===== config.mk =====
export PLATFORM = sky130hd
export DESIGN_NAME = phy_tx_sched
export DESIGN_NICKNAME = d
export VERILOG_FILES = /design/src/rtl/phy_tx_sched.sv
export SDC_FILE = /design/constraint.sdc
export NUM_CORES = 1
export LEC_CHECK = 0
export CAP_MARGIN = 20
export CORE_MARGIN = 2
export CORE_UTILIZATION = 30
export DETAILED_ROUTE_END_ITERATION = 6
export GPL_ROUTABILITY_DRIVEN = 0
export SETUP_SLACK_MARGIN = 0.2
export SYNTH_ARGS = -nofsm -noshare
export SYNTH_HDL_FRONTEND = slang
export SYNTH_SLANG_ARGS = --single-unit

===== constraint.sdc =====
create_clock -name clk_32f -period 3.41 [get_ports clk_32f]
set_clock_uncertainty 0.2 [all_clocks]
set_input_delay 1.023 -clock clk_32f [delete_from_list [all_inputs] [get_ports clk_32f]]
set_output_delay 1.023 -clock clk_32f [all_outputs]
set_load 0.02 [all_outputs]

===== src/rtl/phy_tx_sched.sv =====
// Two-lane round-robin byte scheduler feeding an 8-bit serializer slot on clk_32f.
// Optional idle-slot counter: define PHY_TX_SCHED_IDLE_CNT_EN to add idle_cnt_out.
module phy_tx_sched #(
    parameter int unsigned SYNC_SLOTS = 4
) (
    input  logic       clk_32f,
    input  logic       reset,
    input  logic [7:0] data0_in,
    input  logic       valid0_in,
    output logic       ready0_out,
    input  logic [7:0] data1_in,
    input  logic       valid1_in,
    output logic       ready1_out,
    input  logic       resync_in,
    output logic [7:0] data_out,
    output logic       valid_out,
    output logic       lane_out,
    output logic       slot_start_out,
    output logic       active_out
`ifdef PHY_TX_SCHED_IDLE_CNT_EN
    ,
    output logic [15:0] idle_cnt_out
`endif
);

    localparam logic [7:0] IDLE_BYTE = 8'hBC;
    localparam logic [7:0] SYNC_LAST = 8'(SYNC_SLOTS - 1);

    typedef enum logic {
        SYNC,
        ACTIVE
    } state_t;

    state_t     state_q, state_d;
    logic [2:0] bit_cnt;
    logic [7:0] sync_cnt_q, sync_cnt_d;
    logic       last_lane;
    logic       slot_end;
    logic       grant0, grant1;
    logic       take_resync;

    assign slot_end = (bit_cnt == 3'd7);

    always_ff @(posedge clk_32f or posedge reset) begin
        if (reset) begin
            state_q    <= SYNC;
            sync_cnt_q <= 8'd0;
        end else begin
            state_q    <= state_d;
            sync_cnt_q <= sync_cnt_d;
        end
    end

    // Arbitration happens only in the last bit of a slot; the final SYNC slot
    // already arbitrates so the first byte lands exactly in slot SYNC_SLOTS.
    always_comb begin
        state_d     = state_q;
        sync_cnt_d  = sync_cnt_q;
        grant0      = 1'b0;
        grant1      = 1'b0;
        take_resync = 1'b0;
        if (slot_end) begin
            if (resync_in) begin
                state_d     = SYNC;
                sync_cnt_d  = 8'd0;
                take_resync = 1'b1;
            end else if (state_q == SYNC && sync_cnt_q != SYNC_LAST) begin
                sync_cnt_d = sync_cnt_q + 8'd1;
            end else begin
                state_d    = ACTIVE;
                sync_cnt_d = 8'd0;
                grant0     = valid0_in && (!valid1_in || last_lane);
                grant1     = valid1_in && (!valid0_in || !last_lane);
            end
        end
    end

    assign ready0_out     = grant0 & ~reset;
    assign ready1_out     = grant1 & ~reset;
    assign slot_start_out = (bit_cnt == 3'd0) & ~reset;
    assign active_out     = (state_q == ACTIVE);

    always_ff @(posedge clk_32f or posedge reset) begin
        if (reset) begin
            bit_cnt   <= 3'd0;
            last_lane <= 1'b1;
            data_out  <= IDLE_BYTE;
            valid_out <= 1'b0;
            lane_out  <= 1'b0;
        end else begin
            bit_cnt <= bit_cnt + 3'd1;
            if (slot_end) begin
                if (grant0) begin
                    data_out  <= data0_in;
                    valid_out <= 1'b1;
                    lane_out  <= 1'b0;
                    last_lane <= 1'b0;
                end else if (grant1) begin
                    data_out  <= data1_in;
                    valid_out <= 1'b1;
                    lane_out  <= 1'b1;
                    last_lane <= 1'b1;
                end else begin
                    data_out  <= IDLE_BYTE;
                    valid_out <= 1'b0;
                    lane_out  <= 1'b0;
                end
            end
        end
    end

`ifdef PHY_TX_SCHED_IDLE_CNT_EN
    // Counts idle slots that begin in ACTIVE, including the first slot after sync.
    always_ff @(posedge clk_32f or posedge reset) begin
        if (reset) begin
            idle_cnt_out <= 16'd0;
        end else if (take_resync) begin
            idle_cnt_out <= 16'd0;
        end else if (slot_end && state_d == ACTIVE && !grant0 && !grant1
                     && idle_cnt_out != 16'hFFFF) begin
            idle_cnt_out <= idle_cnt_out + 16'd1;
        end
    end
`endif

endmodule


---- Yosys cells after proc, flatten, opt, wreduce, memory -nomap -nowiden ----
Index checks and enable logic that the tools add are counted.
word-level totals
  bits in registers ....................... 23
  input bits .............................. 21
  output and inout port bits .............. 14
  word-level logic and storage cells ...... 46
cells by class
  add/sub/neg operators ................... 2
  equal/unequal tests ..................... 3
  mux-type cells .......................... 17
  bitwise logic cells ..................... 5
  reduce and logical (&&, ||, !) cells .... 12
operator list
  kind                                                    count
  two-way mux 8 bit                                       4
  two-way mux 1 bit                                       13
  adder 8 x 1 -> 8 bit (second input constant)            1
  inequality test 8 x 2 -> 1 bit (second input constant)  1
  AND reduction 2 bit                                     2
  adder 3 x 1 -> 3 bit (second input constant)            1
  AND 1 bit                                               3
  equality test 3 bit (second input constant)             1
  logical AND 1 bit                                       3
  logical NOT 1 bit                                       3
  logical NOT 3 bit                                       1
  logical OR 1 bit                                        2
  inequality test 2 bit (second input constant)           1
  inverter 1 bit                                          2
  nonzero test 2 bit                                      1

---- Logic depth before layout (Yosys ltp) ----
Gate-level depths: netlist of run 1.
  depth after elaboration ................. 8
  depth in mapped cells ................... 8
  gate-level depth less buffers ........... 6

---- Worst setup path after synthesis of run 1 ----
OpenSTA, ideal clock, no wires.
  path type ............................... input-to-output
  start point ............................. input resync_in
  end point ............................... output ready0_out
  data arrival time ....................... 1,772 ps
  required time ........................... 2,187 ps
  path slack .............................. 415 ps
  stages .................................. 3
  path buffers ............................ 0
  cells stage by stage .................... nor2_1 -> nand2_1 -> nor3_1
between the ends
  cells in the longest elaborated chain, start to end .. 3
RTL lines
  item               RTL line  RTL
  start, declared    14        input logic resync_in,
  two-way mux 1 bit  63        if (resync_in) begin
  two-way mux 1 bit  62        if (slot_end) begin
  AND 1 bit          78        assign ready0_out = grant0 & ~reset;
  end, declared      10        output logic ready0_out,
No other way between the ends.

---- Worst setup path in the final report of run 1 ----
  start point ............................. input reset
  end point ............................... output slot_start_out
between the ends
  cells in the longest elaborated chain, start to end .. 2
RTL lines
  item             RTL line  RTL
  start, declared  7         input logic reset,
  inverter 1 bit   80        assign slot_start_out = (bit_cnt == 3'd0) & ~reset;
  AND 1 bit        80
  end, declared    18        output logic slot_start_out,
No other way between the ends.

==> results.txt, run 1 <==
Share of cells above drive strength 1 -> 25.9%
Clock Tree Buf Depth -> 2
Leading cell types by count after synthesis -> sky130_fd_sc_hd__dfrtp_1, sky130_fd_sc_hd__nor2_1, sky130_fd_sc_hd__a21oi_1, sky130_fd_sc_hd__nand2_1, sky130_fd_sc_hd__dfstp_2
Ordered list of cells on the worst path -> clkdlybuf4s50_1 > nor3b_1 > buf_2
Final setup violation count -> 0
Port-buffer cells -> 34
CTS buffer count -> 3
Final routed wirelength across all metal layers -> 2850 µm
Clock tree from TritonCTS -> done
Fraction of registers with async set or reset after synthesis -> 100%
Number of instances in the placed design -> 201
Filler-free cell count of the finished design -> 214
Number of register bits inferred by synthesis -> 23
Ant diodes -> 0
Worst path arrival time -> 1.96 ns
Top post-synthesis cells by area -> sky130_fd_sc_hd__dfrtp_1, sky130_fd_sc_hd__dfstp_2, sky130_fd_sc_hd__ha_1, sky130_fd_sc_hd__a21oi_1, sky130_fd_sc_hd__o2bb2ai_1
Share of power burned in the clock network -> 30.3%
Clock-pin transition on the worst setup and hold timing paths -> 0.08 ns
Aggregate global-route resource usage -> 14.4%
Total number of clock tree sinks -> 23
DR pass1 iterations -> 4
Crit-path leading delay family -> buffers and inverters
Number of nets in the finished design -> 192
Basic-gate share of the synthesized area counting and, or, nand and nor cells -> 17.2%
HP Class -> reg -> reg
Maximum number of pins on one net before global-route repair -> 18
Sequential share of power -> 51.7%
Sequential element share of the synthesized area -> 51.0%
Synthesized Nets -> 136
Most common cell in the netlist -> sky130_fd_sc_hd__dfrtp_1
Post-Syn Area -> 1140 µm²
Vias in the first global route -> 1,089
Synthesized-area fraction occupied by ao, oa, aoi and oai cells -> 19.9%
Num ports -> 35
Peak fanout along the critical path -> 4
Post-synth top area share -> 37.2%
Count of final max-slew check failures -> 0
Total overflow reported by the global router -> 0
Synthesized area per cell -> 10.3 µm²
Number of buffers and inverters on the critical path -> 2
Crit path kind -> in -> out
Count of max-cap constraint violations -> 0
Leakage -> 0.753 nW
Area growth from synthesis to final layout -> 50.1%
Core area -> 3660 µm²
Status -> complete, no violations
Width of the chip -> 65.7 µm
Vertical die dimension -> 65.7 µm
Starting Density -> 31.2%
Routed length per instance -> 13.3 µm
Count of flip-flops with a built-in enable after synthesis -> 0
Clock tree root driver cell -> sky130_fd_sc_hd__clkbuf_8
Cell Pwr Density -> 326 nW/µm²
Int Pwr -> 0.423 mW
Global-route wire length before repair -> 4800 µm
Later-pin clock latency in the skew report -> 0.26 ns
Cell Rows -> 22
Die area -> 4320 µm²
Worst Setup End Kind -> primary output
Worst slew pin tran -> 0.464 ns
Antenna violation net count after detailed routing -> 0
Initial DRC count -> 32
Net switching power -> 0.137 mW
Most frequently used flop master after synthesis -> sky130_fd_sc_hd__dfrtp_1
Critical path startpoint category -> primary input
Multiplexer share of the synthesized area -> 0.985%
Hold Buf Count CTS -> 0
HPWL Detailed -> 2100 µm
Worst-path cell with the longest stage delay -> sky130_fd_sc_hd__clkdlybuf4s50_1
Total Power -> 0.560 mW
Count of mapped cells out of synthesis -> 111
Total number of H-tree levels -> 1
Post-Synth Adder-Cell Area -> 4.38%
XOR/XNOR share of the synthesized area -> 2.30%
Unrepaired setup endpoints after global routing -> true
Data required time of the critical path -> 2.19 ns
Number of synthesis warnings -> 0
Final cycle utilization of the critical path -> 93.3%
Switching power as a share of total power -> 24.5%
Headroom to the max-slew limit -> 69.0%
Max Clock Freq -> 0.314 GHz
Number of antenna violations at the first check in global routing -> 0
Biggest cell delay along the critical path -> 0.51 ns
Shortest period the worst path allows -> 3.18 ns
Combinational Power Share -> 18.0%
Post-synth cell types -> 31
Cell taking the most area after synthesis -> sky130_fd_sc_hd__dfrtp_1
Worst IR Drop VDD -> 0.000184 V
DR vias -> 1,039
Via density per instance -> 4.86
Largest family of logic cells by synthesized area -> compound AO/OA/AOI/OAI gates
Residual DRC count -> 0
Final hold violation count -> 0
[registers in the layout (all words and copies together), names as in the netlist]
name and cells:
valid_out 1, lane_out 1, last_lane 1, sync_cnt_q 8
active_out 1, data_out 8, bit_cnt 3
[worst register-to-register path: stages, from the launching register on]
cell and delay [ns]:
sky130_fd_sc_hd__dfstp_2 0.39, sky130_fd_sc_hd__nand2b_1 0.16, sky130_fd_sc_hd__buf_4 0.14, sky130_fd_sc_hd__buf_4 0.12
sky130_fd_sc_hd__buf_4 0.12, sky130_fd_sc_hd__buf_4 0.12, sky130_fd_sc_hd__buf_4 0.12, sky130_fd_sc_hd__buf_4 0.12
sky130_fd_sc_hd__buf_4 0.12, sky130_fd_sc_hd__buf_4 0.12, sky130_fd_sc_hd__buf_4 0.12, sky130_fd_sc_hd__and2_1 0.18
sky130_fd_sc_hd__a22oi_1 0.15, sky130_fd_sc_hd__o2bb2ai_1 0.09
[cell usage in the layout (no fill, tap or decap), drive strengths merged]
| cell type | synthesis | layout |
|---|---|---|
| a21o | 2 | 2 |
| a21oi | 9 | 9 |
| a22o | 1 | 1 |
| a22oi | 3 | 3 |
| a31oi | 5 | 5 |
| and2 | 3 | 3 |
| buf | 2 | 23 |
| clkbuf | 1 | 3 |
| clkdlybuf4s50 | 0 | 28 |
| clkinv | 1 | 2 |
| dfrtp | 17 | 17 |
| dfstp | 6 | 6 |
| dlygate4sd2 | 0 | 2 |
| dlymetal6s2s | 0 | 1 |
| ha | 4 | 4 |
| inv | 5 | 5 |
| mux2 | 1 | 1 |
| nand2 | 9 | 9 |
| nand2b | 1 | 1 |
| nand3 | 2 | 2 |
| nand3b | 1 | 1 |
| nand4 | 1 | 1 |
| nor2 | 11 | 11 |
| nor3 | 4 | 4 |
| nor3b | 1 | 1 |
| nor4 | 2 | 2 |
| nor4b | 1 | 1 |
| o21ai | 4 | 4 |
| o22ai | 5 | 5 |
| o2bb2ai | 5 | 5 |
| or2 | 1 | 1 |
| xnor2 | 3 | 3 |
[layer usage]
layer | routed length [µm] | share of wire, % | track usage [%] | up-vias
met5 | 0 | 0 | 0 | -
met4 | 46 | 1.6 | 4.95 | 0
met3 | 138 | 4.8 | 3.08 | 7
met2 | 1370 | 48 | 24.2 | 29
met1 | 1290 | 45 | 18.3 | 491
li1 | - | - | - | 512
[cells by family (layout without fill, tap and decap cells)]
group | after synthesis | after routing
AOI/OAI and AO/OA | 34 | 34
xor gates and xnor gates | 3 | 3
adders and majority gates | 4 | 4
buffers and inverters | 9 | 64
DFF | 23 | 23
muxes | 1 | 1
and+or+nand+nor | 37 | 37
[stage by stage]
stage                     hold slack (ns)  TNS, ns  area (µm²)  setup WS, ns  utilization, %
after floorplan                     0.218        0        1140         0.415               -
after global placement              0.232   -0.811        1600        -0.314            43.7
after detailed placement            0.239   -0.793        1600        -0.301            43.7
after CTS                           0.247        0        1690         0.193            46.2
after global routing                0.309        0        1720         0.178            46.9
final                               0.240        0        1720         0.229            46.9
[power by group through the flow]
| stage | clock (mW) | combinational [mW] | sequential [mW] |
|---|---|---|---|
| 4_1_cts | 0.174 | 0.0969 | 0.290 |
| 5_1_grt | 0.188 | 0.110 | 0.292 |
| 3_3_place_gp | 0 | 0.0836 | 0.294 |
| 3_5_place_dp | 0 | 0.0848 | 0.294 |
| 6_report | 0.170 | 0.101 | 0.290 |
| 2_1_floorplan | 0 | 0.0336 | 0.297 |
[timing repair]
action | CTS | global route
gates resized for setup | 18 | 5
endpoints found under the setup margin | 3 | 2
pin swaps | 0 | 1
buffers inserted | 8 | 1
[worst paths after layout]
path | slack (ns) | from | depth (start not counted) | to
setup reg to reg | 1.03 | last_lane | 13 | data_out[0]
hold reg to reg | 0.24 | bit_cnt[0] | 1 | bit_cnt[0]
max in group asynchronous | 1.44 | reset | 3 | sync_cnt_q[1]
hold / removal | 0.24 | bit_cnt[0] | 1 | bit_cnt[0]
setup / recovery | 0.23 | reset | 3 | slot_start_out
min in group asynchronous | 1.03 | reset | 2 | lane_out
[cell type report]
| type | instances | area, µm² |
|---|---|---|
| flip-flops and latches | 23 | 583 |
| inverters | 6 | 22.5 |
| clock inverters | 1 | 5.00 |
| multi-input cells | 79 | 527 |
| clock buffers | 3 | 41.3 |
| fillers | 367 | 1940 |
| well taps | 48 | 60.1 |
| repair buffers | 54 | 478 |
No activity file was read; power rests on OpenSTA's default activity.
==> inputs of run 2 (changes only) <==
- MAX_ROUTING_LAYER: unset -> met4
- PLACE_DENSITY: unset -> 0.55
- clock period: 3.41 -> 3.7 ns (I/O delays scaled with it)
==> results.txt, run 2 (synthesis gave the netlist of run 1 again) <==
DR vias -> 960
Leakage -> 0.693 nW
HP Class -> reg -> reg
Largest regs -> data_out (8), sync_cnt_q (8), bit_cnt (3)
Later-pin clock latency in the skew report -> 0.26 ns
Cell Pwr Density -> 306 nW/µm²
Area growth from synthesis to final layout -> 41.7%
Worst Reg2Reg Path Length in Cells -> 7
Aggregate global-route resource usage -> 13.5%
Worst IR Drop VDD -> 0.000141 V
Total number of clock tree sinks -> 23
Final design instance area without fill -> 1620 µm²
Final setup violation count -> 0
Launch point of the worst hold path -> bit_cnt[0]
Count of final max-slew check failures -> 0
Min-Delay Path Depth -> 1
Starting Density -> 31.2%
Ordered list of cells on the worst path -> clkdlybuf4s50_1 > nor2_1 > nand2_1 > nor3_1 > buf_4
Clock Tree Buf Depth -> 2
Max Clock Freq -> 0.293 GHz
Hold Buf Count CTS -> 0
Final routed wirelength across all metal layers -> 2630 µm
Via density per instance -> 4.75
Number of antenna violations at the first check in global routing -> 0
Number of nets in the finished design -> 180
Most used cells in the layout excluding fill and tap cells -> sky130_fd_sc_hd__clkdlybuf4s50_1, sky130_fd_sc_hd__dfrtp_1, sky130_fd_sc_hd__nor2_1, sky130_fd_sc_hd__buf_4
Data required time of the critical path -> 2.39 ns
Clock tree root driver cell -> sky130_fd_sc_hd__clkbuf_8
Peak fanout along the critical path -> 3
FILL cells -> 353
Worst-path cell with the longest stage delay -> sky130_fd_sc_hd__clkdlybuf4s50_1
Critical path startpoint category -> primary input
Crit path kind -> in -> out
HPWL Detailed -> 2040 µm
# resized after CTS -> 7
Worst slew pin tran -> 0.855 ns
Critical Path Start -> resync_in
Worst Setup End Kind -> primary output
Total number of H-tree levels -> 1
Routed length per instance -> 13.0 µm
Die area -> 4320 µm²
Worst path arrival time -> 2.10 ns
Initial DRC count -> 16
Shortest period the worst path allows -> 3.41 ns
Total Power -> 0.496 mW
Clock tree from TritonCTS -> done
Port-buffer cells -> 34
Global-route wire length before repair -> 4330 µm
Ant diodes -> 0
Vertical die dimension -> 65.7 µm
Total number of cells along the worst setup path -> 5
Reg2reg start -> bit_cnt[1]
Number of buffers and inverters on the critical path -> 2
Cell Rows -> 22
Residual DRC count -> 0
Count of max-cap constraint violations -> 0
Biggest cell delay along the critical path -> 0.42 ns
Antenna violation net count after detailed routing -> 0
Num ports -> 35
Final hold violation count -> 0
Crit-path leading delay family -> buffers and inverters
Status -> complete, no violations
Vias in the first global route -> 967
Final cycle utilization of the critical path -> 92.3%
Dpl cell area -> 1580 µm²
Maximum number of pins on one net before global-route repair -> 24
Clock-pin transition on the worst setup and hold timing paths -> 0.08 ns
Headroom to the max-slew limit -> 43.0%
Post-CTS Setup Inserts -> 0
Share of cells above drive strength 1 -> 17.5%
Width of the chip -> 65.7 µm
Core area -> 3660 µm²
Unrepaired setup endpoints after global routing -> true
CTS buffer count -> 3
Most common library cell in the layout ignoring fill and taps -> sky130_fd_sc_hd__clkdlybuf4s50_1
Total overflow reported by the global router -> 0
DR pass1 iterations -> 4
==> run 2: cell count changes in the layout (fill, tap and decap cells not counted), moves of 2 or more <==
cell	change
sky130_fd_sc_hd__buf_4	-11
sky130_fd_sc_hd__buf_2	-2
sky130_fd_sc_hd__clkdlybuf4s50_1	+2
sky130_fd_sc_hd__dlygate4sd2_1	-2
==> run 2: power by group <==
part,switching [mW],leakage [nW],internal (mW)
Sequential,0.00725,0.294,0.260
Clock,0.0774,0.0228,0.0768
Combinational,0.0325,0.377,0.0418
Total,0.117,0.693,0.379
==> run 2: area by class of cell <==
| type | instances | area (µm²) | area share, % |
|---|---|---|---|
| sequential | 23 | 583 | 36.0 |
| tap | 48 | 60.1 | 3.71 |
| inverter | 6 | 22.5 | 1.39 |
| timing repair buffer | 42 | 393 | 24.2 |
| clock buffer | 4 | 45.0 | 2.78 |
| multi-input combinational | 79 | 517 | 31.9 |
==> run 2: per-layer routing <==
| layer | track usage [%] | share of wire (%) | vias up |
|---|---|---|---|
| li1 | - | - | 488 |
| met1 | 16.5 | 47 | 448 |
| met2 | 21.5 | 47 | 22 |
| met3 | 3.25 | 5.3 | 2 |
| met4 | 5.47 | 1.0 | 0 |
| met5 | - | 0 | - |
==> run 2: path summary, 6_finish.rpt <==
kind | to | slack (ns)
min reg2reg | bit_cnt[0] | 0.25
max reg2reg | sync_cnt_q[7] | 1.86
min | bit_cnt[0] | 0.25
min in group asynchronous | bit_cnt[2] | 1.24
max | ready0_out | 0.29
max in group asynchronous | lane_out | 1.53
==> run 2: metrics by stage <==
step	util, %	setup slack, ns	hold WS (ns)	setup TNS, ns	instances
floorplan	-	0.531	0.218	0	111
global placement	43.1	-0.205	0.232	-0.489	198
detailed placement	43.1	-0.217	0.242	-0.468	198
CTS	44.1	0.0644	0.254	0	202
global route	44.3	0.197	0.286	0	202
finish	44.3	0.286	0.251	0	202
